<file path="src/rtl/scaler_rd_arb_if.sv">
// Bundles the requester handshake and scaler ROM port of scaler_rd_arb.
// The slave modport is the arbiter's view; the master modport is the requesters' and ROM's view.
interface scaler_rd_arb_if #(
  parameter int unsigned NUM_REQ = 4,
  parameter int unsigned ADDR_W  = 4,
  parameter int unsigned DATA_W  = 32
);
  logic [NUM_REQ-1:0]        req;
  logic [NUM_REQ*ADDR_W-1:0] req_addr;
  logic [NUM_REQ-1:0]        gnt;
  logic [NUM_REQ-1:0]        rsp_valid;
  logic [DATA_W-1:0]         rsp_data;
  logic                      busy;
  logic                      mem_en;
  logic [ADDR_W-1:0]         mem_addr;
  logic [DATA_W-1:0]         mem_dout;

  modport master (
    output req, req_addr, mem_dout,
    input  gnt, rsp_valid, rsp_data, busy, mem_en, mem_addr
  );

  modport slave (
    input  req, req_addr, mem_dout,
    output gnt, rsp_valid, rsp_data, busy, mem_en, mem_addr
  );
endinterface

</file>
<file path="src/rtl/scaler_rd_arb.sv">
// Round-robin arbiter and read sequencer sharing one scaler ROM between NUM_REQ engines.
// Define SCALER_RD_ARB_LAST_HIT_EN to serve a repeat of the last-read address without a ROM access.
module scaler_rd_arb #(
  parameter int unsigned NUM_REQ = 4,
  parameter int unsigned ADDR_W  = 4,
  parameter int unsigned DATA_W  = 32
) (
  input logic            clk,
  input logic            rst_n,
  scaler_rd_arb_if.slave bus
);
  localparam int unsigned IDX_W = (NUM_REQ > 1) ? $clog2(NUM_REQ) : 1;

  typedef enum logic [2:0] {
    IDLE  = 3'd0,
    ISSUE = 3'd1,
    WAIT  = 3'd2,
    RESP  = 3'd3
`ifdef SCALER_RD_ARB_LAST_HIT_EN
    ,HIT  = 3'd4
`endif
  } state_t;

  state_t              state, state_d, win_state;
  logic [IDX_W-1:0]    last, last_d, w, w_d;
  logic [NUM_REQ-1:0]  gnt, gnt_d, rsp_valid, rsp_valid_d;
  logic [DATA_W-1:0]   rsp_data, rsp_data_d;
  logic                busy, busy_d, mem_en, mem_en_d;
  logic [ADDR_W-1:0]   mem_addr, mem_addr_d;
  logic [ADDR_W-1:0]   addr_arr [NUM_REQ];
  logic                arb_en, win_found, hit;
  logic [IDX_W-1:0]    win_idx, cand;
  logic [ADDR_W-1:0]   win_addr;

  for (genvar i = 0; i < int'(NUM_REQ); i++) begin : g_addr
    assign addr_arr[i] = bus.req_addr[i*ADDR_W +: ADDR_W];
  end

  // Round-robin search from last+1; iterating downward lets the nearest candidate win.
  always_comb begin
    win_found = 1'b0;
    win_idx   = '0;
    cand      = '0;
    for (int k = int'(NUM_REQ); k >= 1; k--) begin
      cand = IDX_W'((int'(last) + k) % int'(NUM_REQ));
      if (bus.req[cand]) begin
        win_found = 1'b1;
        win_idx   = cand;
      end
    end
  end

  assign win_addr = addr_arr[win_idx];
  assign arb_en   = (state == IDLE) || (state == RESP);

`ifdef SCALER_RD_ARB_LAST_HIT_EN
  logic [ADDR_W-1:0] last_addr;
  logic              last_valid;

  assign hit       = last_valid && (win_addr == last_addr);
  assign win_state = hit ? HIT : ISSUE;

  // ROM contents are constant, so the last captured word stays reusable until reset.
  always_ff @(posedge clk or negedge rst_n) begin
    if (!rst_n) begin
      last_addr  <= '0;
      last_valid <= 1'b0;
    end else if (state == WAIT) begin
      last_addr  <= mem_addr;
      last_valid <= 1'b1;
    end
  end
`else
  assign hit       = 1'b0;
  assign win_state = ISSUE;
`endif

  always_ff @(posedge clk or negedge rst_n) begin
    if (!rst_n) state <= IDLE;
    else        state <= state_d;
  end

  always_comb begin
    state_d = state;
    case (state)
      IDLE, RESP: state_d = win_found ? win_state : IDLE;
      ISSUE:      state_d = WAIT;
      WAIT:       state_d = RESP;
`ifdef SCALER_RD_ARB_LAST_HIT_EN
      HIT:        state_d = RESP;
`endif
      default:    state_d = IDLE;
    endcase
  end

  always_comb begin
    gnt_d       = '0;
    rsp_valid_d = '0;
    mem_en_d    = 1'b0;
    mem_addr_d  = mem_addr;
    rsp_data_d  = rsp_data;
    last_d      = last;
    w_d         = w;
    busy_d      = (state_d != IDLE);
    if (arb_en && win_found) begin
      w_d            = win_idx;
      last_d         = win_idx;
      gnt_d[win_idx] = 1'b1;
      mem_en_d       = !hit;
      mem_addr_d     = win_addr;
    end
    if (state == WAIT) begin
      rsp_data_d     = bus.mem_dout;
      rsp_valid_d[w] = 1'b1;
    end
`ifdef SCALER_RD_ARB_LAST_HIT_EN
    if (state == HIT) rsp_valid_d[w] = 1'b1;
`endif
  end

  always_ff @(posedge clk or negedge rst_n) begin
    if (!rst_n) begin
      gnt       <= '0;
      rsp_valid <= '0;
      rsp_data  <= '0;
      busy      <= 1'b0;
      mem_en    <= 1'b0;
      mem_addr  <= '0;
      last      <= IDX_W'(NUM_REQ - 1);
      w         <= '0;
    end else begin
      gnt       <= gnt_d;
      rsp_valid <= rsp_valid_d;
      rsp_data  <= rsp_data_d;
      busy      <= busy_d;
      mem_en    <= mem_en_d;
      mem_addr  <= mem_addr_d;
      last      <= last_d;
      w         <= w_d;
    end
  end

  assign bus.gnt       = gnt;
  assign bus.rsp_valid = rsp_valid;
  assign bus.rsp_data  = rsp_data;
  assign bus.busy      = busy;
  assign bus.mem_en    = mem_en;
  assign bus.mem_addr  = mem_addr;
endmodule

</file>
<file path="src/flat_wrapper.sv">
// flat-port wrapper written by rule: the top's interface ports become plain ports
module scaler_rd_arb_flat 
#(
  parameter int unsigned NUM_REQ = 4,
  parameter int unsigned ADDR_W  = 4,
  parameter int unsigned DATA_W  = 32
)
  (clk, rst_n, bus_req, bus_req_addr, bus_mem_dout, bus_gnt, bus_rsp_valid, bus_rsp_data, bus_busy, bus_mem_en, bus_mem_addr);
  scaler_rd_arb_if #(.NUM_REQ(NUM_REQ), .ADDR_W(ADDR_W), .DATA_W(DATA_W)) bus_i ();
  input logic clk;
  input logic rst_n;
  input wire logic [$bits(bus_i.req)-1:0] bus_req;
  input wire logic [$bits(bus_i.req_addr)-1:0] bus_req_addr;
  input wire logic [$bits(bus_i.mem_dout)-1:0] bus_mem_dout;
  output wire logic [$bits(bus_i.gnt)-1:0] bus_gnt;
  output wire logic [$bits(bus_i.rsp_valid)-1:0] bus_rsp_valid;
  output wire logic [$bits(bus_i.rsp_data)-1:0] bus_rsp_data;
  output wire logic [$bits(bus_i.busy)-1:0] bus_busy;
  output wire logic [$bits(bus_i.mem_en)-1:0] bus_mem_en;
  output wire logic [$bits(bus_i.mem_addr)-1:0] bus_mem_addr;
  assign bus_i.req = bus_req;
  assign bus_i.req_addr = bus_req_addr;
  assign bus_i.mem_dout = bus_mem_dout;
  assign bus_gnt = bus_i.gnt;
  assign bus_rsp_valid = bus_i.rsp_valid;
  assign bus_rsp_data = bus_i.rsp_data;
  assign bus_busy = bus_i.busy;
  assign bus_mem_en = bus_i.mem_en;
  assign bus_mem_addr = bus_i.mem_addr;
  scaler_rd_arb #(.NUM_REQ(NUM_REQ), .ADDR_W(ADDR_W), .DATA_W(DATA_W)) u_core (.clk(clk), .rst_n(rst_n), .bus(bus_i));
endmodule
</file>
<file path="config.mk">
export PLATFORM = sky130hd
export DESIGN_NAME = scaler_rd_arb_flat
export DESIGN_NICKNAME = d
export VERILOG_FILES = /design/src/rtl/scaler_rd_arb_if.sv /design/src/rtl/scaler_rd_arb.sv /design/src/flat_wrapper.sv
export SDC_FILE = /design/constraint.sdc
export NUM_CORES = 1
export LEC_CHECK = 0
export CAP_MARGIN = 15
export CELL_PAD_IN_SITES_DETAIL_PLACEMENT = 0
export CELL_PAD_IN_SITES_GLOBAL_PLACEMENT = 1
export CORE_MARGIN = 1
export CORE_UTILIZATION = 47
export CTS_CLUSTER_SIZE = 12
export DETAILED_ROUTE_END_ITERATION = 7
export DONT_BUFFER_PORTS = 1
export GPL_ROUTABILITY_DRIVEN = 0
export GPL_TIMING_DRIVEN = 0
export PLACE_DENSITY = 0.81
export SKIP_CTS_REPAIR_TIMING = 1
export SLEW_MARGIN = 30
export SYNTH_ARGS = -nofsm -noshare
export SYNTH_HDL_FRONTEND = slang
export SYNTH_SLANG_ARGS = --single-unit
</file>
<file path="constraint.sdc">
create_clock -name clk -period 2.5 [get_ports clk]
set_clock_uncertainty 0.05 [all_clocks]
set_input_delay 0.5 -clock clk [delete_from_list [all_inputs] [get_ports clk]]
set_output_delay 0.5 -clock clk [all_outputs]
set_load 0.02 [all_outputs]
</file>
Word-level counts from Yosys, hierarchy flattened
Cells that the tools add are included.

Register bits: 53. Bits in latches: 0. Memory bits (writable): 0. Bits in read-only memories: 0. Input port bits: 54. Output and inout bits: 46. Word-level logic and storage cells: 61. Memories kept: 0.

$add $sub $neg: 4. Multiply operators: 0. Div/mod/pow operators: 0. Order comparisons: 9. Eq/ne operators: 3. Shift-type cells: 0. Multiplexer cells: 28. Bitwise gates (word level): 1. Reductions and logical operators: 7.

Operators with widths (number): 2-bit by 3-bit less-than comparator with 1-bit output (second input constant) (6); 4-bit 2-to-1 mux (4); 1-bit 2-to-1 mux (12); 3-bit one-hot mux with 3 select lines (1); 1-bit binary-select mux with 2-bit select (4); 4-bit binary-select mux with 2-bit select (1); 2-bit 2-to-1 mux (4); 3-bit by 2-bit == test with 1-bit output (second input constant) (2); 2-bit by 1-bit adder with 2-bit output (second input constant) (2); 2-bit adder (second input constant) (2); 1-bit demux with 2-bit select (2); 2-bit by 1-bit >= comparator with 1-bit output (second input constant) (2); 3-bit by 1-bit == test with 1-bit output (second input constant) (1); 3-bit >= comparator (second input constant) (1); 1-bit logical AND (3); 3-bit zero test (1); 2-bit inverter with 3-bit output (1); 3-bit nonzero test (1); 2-bit OR reduction (1); 1-bit logical OR (1).

Logic depth before layout (Yosys ltp)
Gate-level depths: netlist of run 1.

Depth in word-level cells: 12. Mapped depth: 7.

Worst setup path after synthesis of run 1
No wires, ideal clock.

Path type: reg2reg. Start point: reg u_core.last[0]. End point: reg u_core.mem_addr[1] (netlist: u_core.bus.mem_addr[1]). Setup time: 0.126 ns. Arrival time: 1.652 ns. Slack: 0.672 ns. Stages on the path, launching flop included: 6. Clock period less this slack: 1.828 ns. Cells stage by stage: dfstp_2 -> nand2b_2 -> a21boi_4 -> nor3_4 -> mux2_1 -> a221o_1.

Longest elaborated chain between the ends: 11. Elaborated cells on any way between the ends: 25.

RTL lines: start: declaration (line scaler_rd_arb.sv:25) `logic [IDX_W-1:0] last, last_d, w, w_d;`; start signal: assignment (line scaler_rd_arb.sv:129) `last <= IDX_W'(NUM_REQ - 1);`; start signal: assignment (line scaler_rd_arb.sv:138) `last <= last_d;`; 2-bit by 1-bit adder with 2-bit output (line scaler_rd_arb.sv:45) `cand = IDX_W'((int'(last) + k) % int'(NUM_REQ));`; 1-bit binary-select mux with 2-bit select (line scaler_rd_arb.sv:46) `if (bus.req[cand]) begin`; 1-bit 2-to-1 mux (implied by the code) (line scaler_rd_arb.sv:46); 2-bit 2-to-1 mux (4 in a row) (line scaler_rd_arb.sv:46); 2-bit inverter with 3-bit output (implied by the code) (line scaler_rd_arb.sv:53) `assign win_addr = addr_arr[win_idx];`; 4-bit binary-select mux with 2-bit select (line scaler_rd_arb.sv:53); 4-bit 2-to-1 mux (implied by the code) (2 in a row) (line scaler_rd_arb.sv:53); end signal: assignment (line scaler_rd_arb.sv:137) `mem_addr <= mem_addr_d;`; end: declaration (line scaler_rd_arb.sv:29) `logic [ADDR_W-1:0] mem_addr, mem_addr_d;`.

Parallel ways exist; a longest one is shown, timed or not. The select of a mux whose other input is x is not followed. A chain may end at the register's enable or synchronous reset.

Worst setup path in the final report of run 1
Ends and elaborated chain as after synthesis.

==> results of run 1 <==
==> worst max-delay path, cell delays in order, from the launching register on <==
cell,delay [ns]
dfstp_2,0.56
nand2b_2,0.17
a21boi_4,0.09
nor3_4,0.28
mux2_1,0.36
a221o_1,0.31
==> power breakdown <==
part | switching, mW | leakage [nW] | internal (mW)
registers | 0.717 | 0.618 | 1.27
clock network | 0.274 | 0.0485 | 0.201
logic | 0.532 | 0.330 | 0.564
total | 1.52 | 0.996 | 2.03
==> synth_stat cells (2+ instances only) <==
cell type  count  share of area [%]
nand3_1        2               0.47
nor2_1        11                1.9
inv_2          2               0.35
nor3b_1        2               0.71
nor3_4         2                1.5
mux2i_1        4                1.9
dfstp_2        2                2.5
nor3_1         3               0.71
o31a_1         3                1.2
clkbuf_1       2               0.35
a21oi_1        2               0.47
nand2_1        5               0.88
buf_2          2               0.47
nand2b_1       5                1.5
a211oi_1       6                2.1
dfrtp_1       50                 59
inv_1          2               0.35
mux2_2        32                 17
==> final timing paths <==
kind	slack [ns]	from	depth (start not counted)	end
setup / recovery	0.57	u_core.last[0]	5	u_core.bus.mem_addr[1]
hold / removal	0.28	bus_req[2]	2	u_core.bus.busy
setup reg to reg	0.57	u_core.last[0]	5	u_core.bus.mem_addr[1]
hold reg to reg	0.46	u_core.w[1]	1	u_core.bus.rsp_valid[1]
max in group asynchronous	1.45	rst_n	2	u_core.last[1]
min in group asynchronous	0.67	rst_n	2	u_core.bus.rsp_data[8]
==> layer usage <==
metal  share of wire, %  vias to the layer above  global-route usage (%)
met2                 52                       65                    28.4
met3                7.3                        4                    6.40
met4               0.77                        0                    5.44
li1                   -                      549                       -
met5                  0                        -                       0
met1                 40                      604                    21.3
==> final cells by class <==
type | instances | share of cell area (%)
Multi-Input combinational cell | 89 | 33.5
Sequential cell | 52 | 56.1
Timing Repair Buffer | 2 | 1.62
Buffer | 6 | 1.40
Inverter | 4 | 0.647
Tap cell | 52 | 2.80
Clock inverter | 3 | 0.970
Clock buffer | 5 | 2.96
==> flip-flops by register name, summed over array words and instances, names as in the netlist <==
signal / count
u_core.bus.busy: 1
u_core.bus.gnt: 4
u_core.bus.mem_addr: 4
u_core.bus.mem_en: 1
u_core.bus.rsp_data: 32
u_core.bus.rsp_valid: 4
u_core.last: 2
u_core.state: 2
u_core.w: 2
==> through the flow <==
step / power, mW / hold WS [ns]
after floorplan: 2.83 / 0.154
after global placement: 3.02 / 0.155
after detailed placement: 3.09 / 0.155
after CTS: 3.57 / -0.185
after global routing: 3.79 / 0.266
final: 3.56 / 0.284
==> logic make-up (layout without fill, tap and decap cells) <==
family / count (synthesis) / count (layout) / synth area share (%)
buffers and inverters: 10 / 20 / 2.23
multiplexers: 37 / 37 / 19.3
AO/OA/AOI/OAI: 15 / 15 / 6.82
flip-flops: 52 / 52 / 61.3
AND/OR/NAND/NOR: 36 / 36 / 9.76
adder cells (fa/ha/maj): 1 / 1 / 0.588
==> results.sh, run 1 <==
export IMPL_clock_latency_ns=0.30
export IMPL_start_kind="flop"
export IMPL_hold_path_class="input pin to flop"
export IMPL_dp_hpwl_mm=2.82
export IMPL_yosysWarnings=0
export IMPL_hold_viol=0
export IMPL_path_class="flop to flop"
export IMPL_synthFlopType="dfrtp_1"
export IMPL_clockBufferDepth=2
export IMPL_drcViolationCount=0
export IMPL_post_drt_wl_per_cell_um=18.2
export IMPL_fin_crit_sh_pct=77.2
export IMPL_ys_seq_area_share_pct=61.3
export IMPL_cp_required_ns=2.64
export IMPL_yosys_cell_types_count=32
export IMPL_fmax_ghz=0.518
export IMPL_syn_area_per_cell_um2=14.1
export IMPL_die_area_um2=4800
export IMPL_crit_arrival_ns=2.07
export IMPL_instances_no_fill=213
export IMPL_cp_max_fo=4
export IMPL_placed_cells=203
export IMPL_finalWorstSetupSlack_ns=0.570
export IMPL_numCtsBuffers=5
export IMPL_grt_pass1_vias=1280
export IMPL_antenna_found_initial=0
export IMPL_mostFrequentLayoutCells="50 x dfrtp_1, 32 x mux2_2, 11 x nor2_1"
export IMPL_cts_tree="done"
export IMPL_synthCells=151
export IMPL_grtUsageTotal_pct=17.3
export IMPL_setup_worst_path_end_class="flop"
export IMPL_h_tree_depth=2
export IMPL_gr_total_overflow=0
export IMPL_chipWidth_um=69.3
export IMPL_dr_pass1_iters=4
export IMPL_relSlewSlack_pct=65.6
export IMPL_die_h_um=69.3
export IMPL_drt_wl_total_mm=3.88
export IMPL_clk_pin_slew_ns=0.10
export IMPL_synth_edff_count=0
export IMPL_diodes=0
export IMPL_fillCellCount=381
export IMPL_grt_start_max_net_pins=53
export IMPL_final_nets=215
export IMPL_area_growth_pct=9.11
export IMPL_synth_seq_cells=52
export IMPL_final_common_cell="dfrtp_1"
export IMPL_start_util_pct=48.9
export IMPL_report_final_slew_viol_count=0
export IMPL_synth_area_um2=2130
export IMPL_synthArstFlopShare_pct=100
export IMPL_setup_viol=0
export IMPL_rows=24
export IMPL_drv_cap=0
export IMPL_setup_tns_ns=0
export IMPL_portBuffers=0
export IMPL_period_minus_slack_ns=1.93
export IMPL_irDropWorstVdd_v=0.000604
export IMPL_design_area_um2=2320
export IMPL_antenna_left=0
export IMPL_status="completed"
export IMPL_vias=1222
export IMPL_p_leak_nw=0.996
export IMPL_dp_slack_ns=0.570
export IMPL_p_per_area_nw_per_um2=1530
export IMPL_rsz0062_at_grt="no"
export IMPL_core_um2=4350
export IMPL_regArea_um2=1300
export IMPL_grt_pass1_wl_mm=6.40
export IMPL_final_util_pct=53.3
export IMPL_vias_per_cell=5.74
export IMPL_placed_cell_area_um2=2190
export IMPL_io_pins=100
export IMPL_mappedNetlistNets=206
export IMPL_layout_drive_gt1_share_pct=34.2
export IMPL_worst_slew_pin_slew_ns=0.516
export IMPL_drtIter0Drc=37
export IMPL_multi_input_area_um2=777
export IMPL_clock_sinks=52
export IMPL_root_buffer="clkbuf_8"
(Power assumes the default switching activity.)
==> run 2: changes to the inputs <==
Settings changed: CORE_UTILIZATION 47 to 43, PLACE_DENSITY 0.81 to 0.78.
Clock period 2.5 ns to 1.55 ns, I/O delays scaled along.
==> results.sh, run 2 (synthesized netlist as in run 1, its figures left out) <==
export IMPL_grt_pass1_wl_mm=6.21
export IMPL_fillCellCount=409
export IMPL_gr_total_overflow=0
export IMPL_p_leak_nw=1.07
export IMPL_finalWorstSetupSlack_ns=-0.316
export IMPL_fmax_ghz=0.536
export IMPL_clockBufferDepth=2
export IMPL_rsz0062_at_grt="yes"
export IMPL_cts_tree="done"
export IMPL_grtUsageTotal_pct=15.4
export IMPL_die_h_um=72.4
export IMPL_cp_required_ns=1.69
export IMPL_layout_drive_gt1_share_pct=43.5
export IMPL_dr_pass1_iters=4
export IMPL_setup_viol=8
export IMPL_design_area_um2=2470
export IMPL_clock_latency_ns=0.29
export IMPL_die_area_um2=5230
export IMPL_fin_crit_sh_pct=120
export IMPL_clock_sinks=52
export IMPL_io_pins=100
export IMPL_start_kind="flop"
export IMPL_drv_cap=0
export IMPL_clk_pin_slew_ns=0.09
export IMPL_rows=25
export IMPL_largest_register_ffs=32
export IMPL_setup_worst_path_end_class="flop"
export IMPL_relSlewSlack_pct=71.4
export IMPL_drcViolationCount=0
export IMPL_regArea_um2=1300
export IMPL_irDropWorstVdd_v=0.000942
export IMPL_antenna_found_initial=0
export IMPL_post_drt_wl_per_cell_um=16.8
export IMPL_numCtsBuffers=5
export IMPL_vias=1246
export IMPL_cp_max_fo=4
export IMPL_antenna_left=0
export IMPL_drtIter0Drc=26
export IMPL_dp_hpwl_mm=2.93
export IMPL_r2r_setup_slack_ns=-0.32
export IMPL_multi_input_area_um2=840
export IMPL_report_final_slew_viol_count=0
export IMPL_worst_slew_pin_slew_ns=0.429
export IMPL_status="complete, but fails checks"
export IMPL_p_per_area_nw_per_um2=2520
export IMPL_dp_slack_ns=-0.329
export IMPL_diodes=0
export IMPL_setup_tns_ns=-1.37
export IMPL_placed_cell_area_um2=2240
export IMPL_p_total_mw=6.22
export IMPL_violations="negative hold slack, negative setup slack"
export IMPL_portBuffers=0
export IMPL_final_common_cell="dfrtp_1"
export IMPL_path_class="flop to flop"
export IMPL_placed_cells=218
export IMPL_period_minus_slack_ns=1.87
export IMPL_root_buffer="clkbuf_8"
export IMPL_regMostFlops="u_core.bus.rsp_data"
export IMPL_drt_wl_total_mm=3.94
export IMPL_crit_arrival_ns=2.01
export IMPL_area_growth_pct=16.0
export IMPL_final_nets=222
export IMPL_hold_path_class="input pin to async pin"
export IMPL_h_tree_depth=2
export IMPL_instances_no_fill=235
export IMPL_chipWidth_um=72.4
export IMPL_vias_per_cell=5.30
export IMPL_hold_viol=52
export IMPL_hold_ws_ns=-0.350
export IMPL_core_um2=4750
export IMPL_start_util_pct=44.8
export IMPL_grt_start_max_net_pins=53
export IMPL_mostFrequentLayoutCells="50 x dfrtp_1, 32 x mux2_2, 10 x buf_4, 10 x nor2_1"
export IMPL_grt_pass1_vias=1323
run 2: cell types whose count changed in the layout (fill, tap and decap cells not counted), sizes merged:
cell         previous run  this run
buf                     5        14
bufinv                  0         1
dlygate4sd3             1         0
inv                     5         4
clkinv                  2         1
run 2: area by class of cell:
cell class | instances | area share, %
flip-flops and latches | 52 | 52.8
clock buffers | 6 | 2.94
well taps | 67 | 3.40
repair buffers | 9 | 2.89
inverters | 4 | 0.608
plain buffers | 6 | 1.93
clock inverters | 2 | 1.42
multi-input cells | 89 | 34.0
run 2: critical path, cell delays in order, from the launching register on:
cell	delay (ns)
dfstp_2	0.57
nand2b_4	0.16
a21boi_4	0.07
nor3_4	0.29
mux2_4	0.33
a221o_1	0.28
run 2: worst paths after layout:
kind / startpoint / to / depth (start not counted)
min in group clk: bus_mem_dout[30] / u_core.bus.rsp_data[30] / 1
worst min register to register: u_core.w[0] / u_core.bus.rsp_valid[0] / 1
worst max-delay path: u_core.last[0] / u_core.bus.mem_addr[1] / 5
max in group asynchronous: rst_n / u_core.last[1] / 0
worst max register to register: u_core.last[0] / u_core.bus.mem_addr[1] / 5
worst min-delay path: rst_n / u_core.w[1] / 0
run 2: through the flow:
stage | hold slack (ns) | util [%]
after detailed placement | -0.0346 | 47.1
final | -0.350 | 51.9
after global placement | -0.0346 | 47.1
after floorplan | -0.0356 | -
after global routing | -0.377 | 51.9
after CTS | -0.363 | 49.3
run 2: per-layer routing:
layer | wire, µm | up-vias | track usage (%)
li1 | - | 561 | -
met1 | 1470 | 619 | 16.0
met2 | 2100 | 60 | 28.5
met3 | 320 | 6 | 6.11
met4 | 46 | 0 | 4.14
met5 | 0 | - | 0
run 2: power breakdown:
part	internal (mW)	switching, mW	leakage, nW
logic	1.19	0.947	0.394
registers	2.05	1.15	0.618
clock network	0.479	0.402	0.0552
total	3.72	2.50	1.07
==> run 3: changes to the inputs <==
Settings changed: CTS_CLUSTER_DIAMETER set to 60.
==> results of run 3 <==
Same layout as run 2: the final DEF is identical, and so are final timing and power.
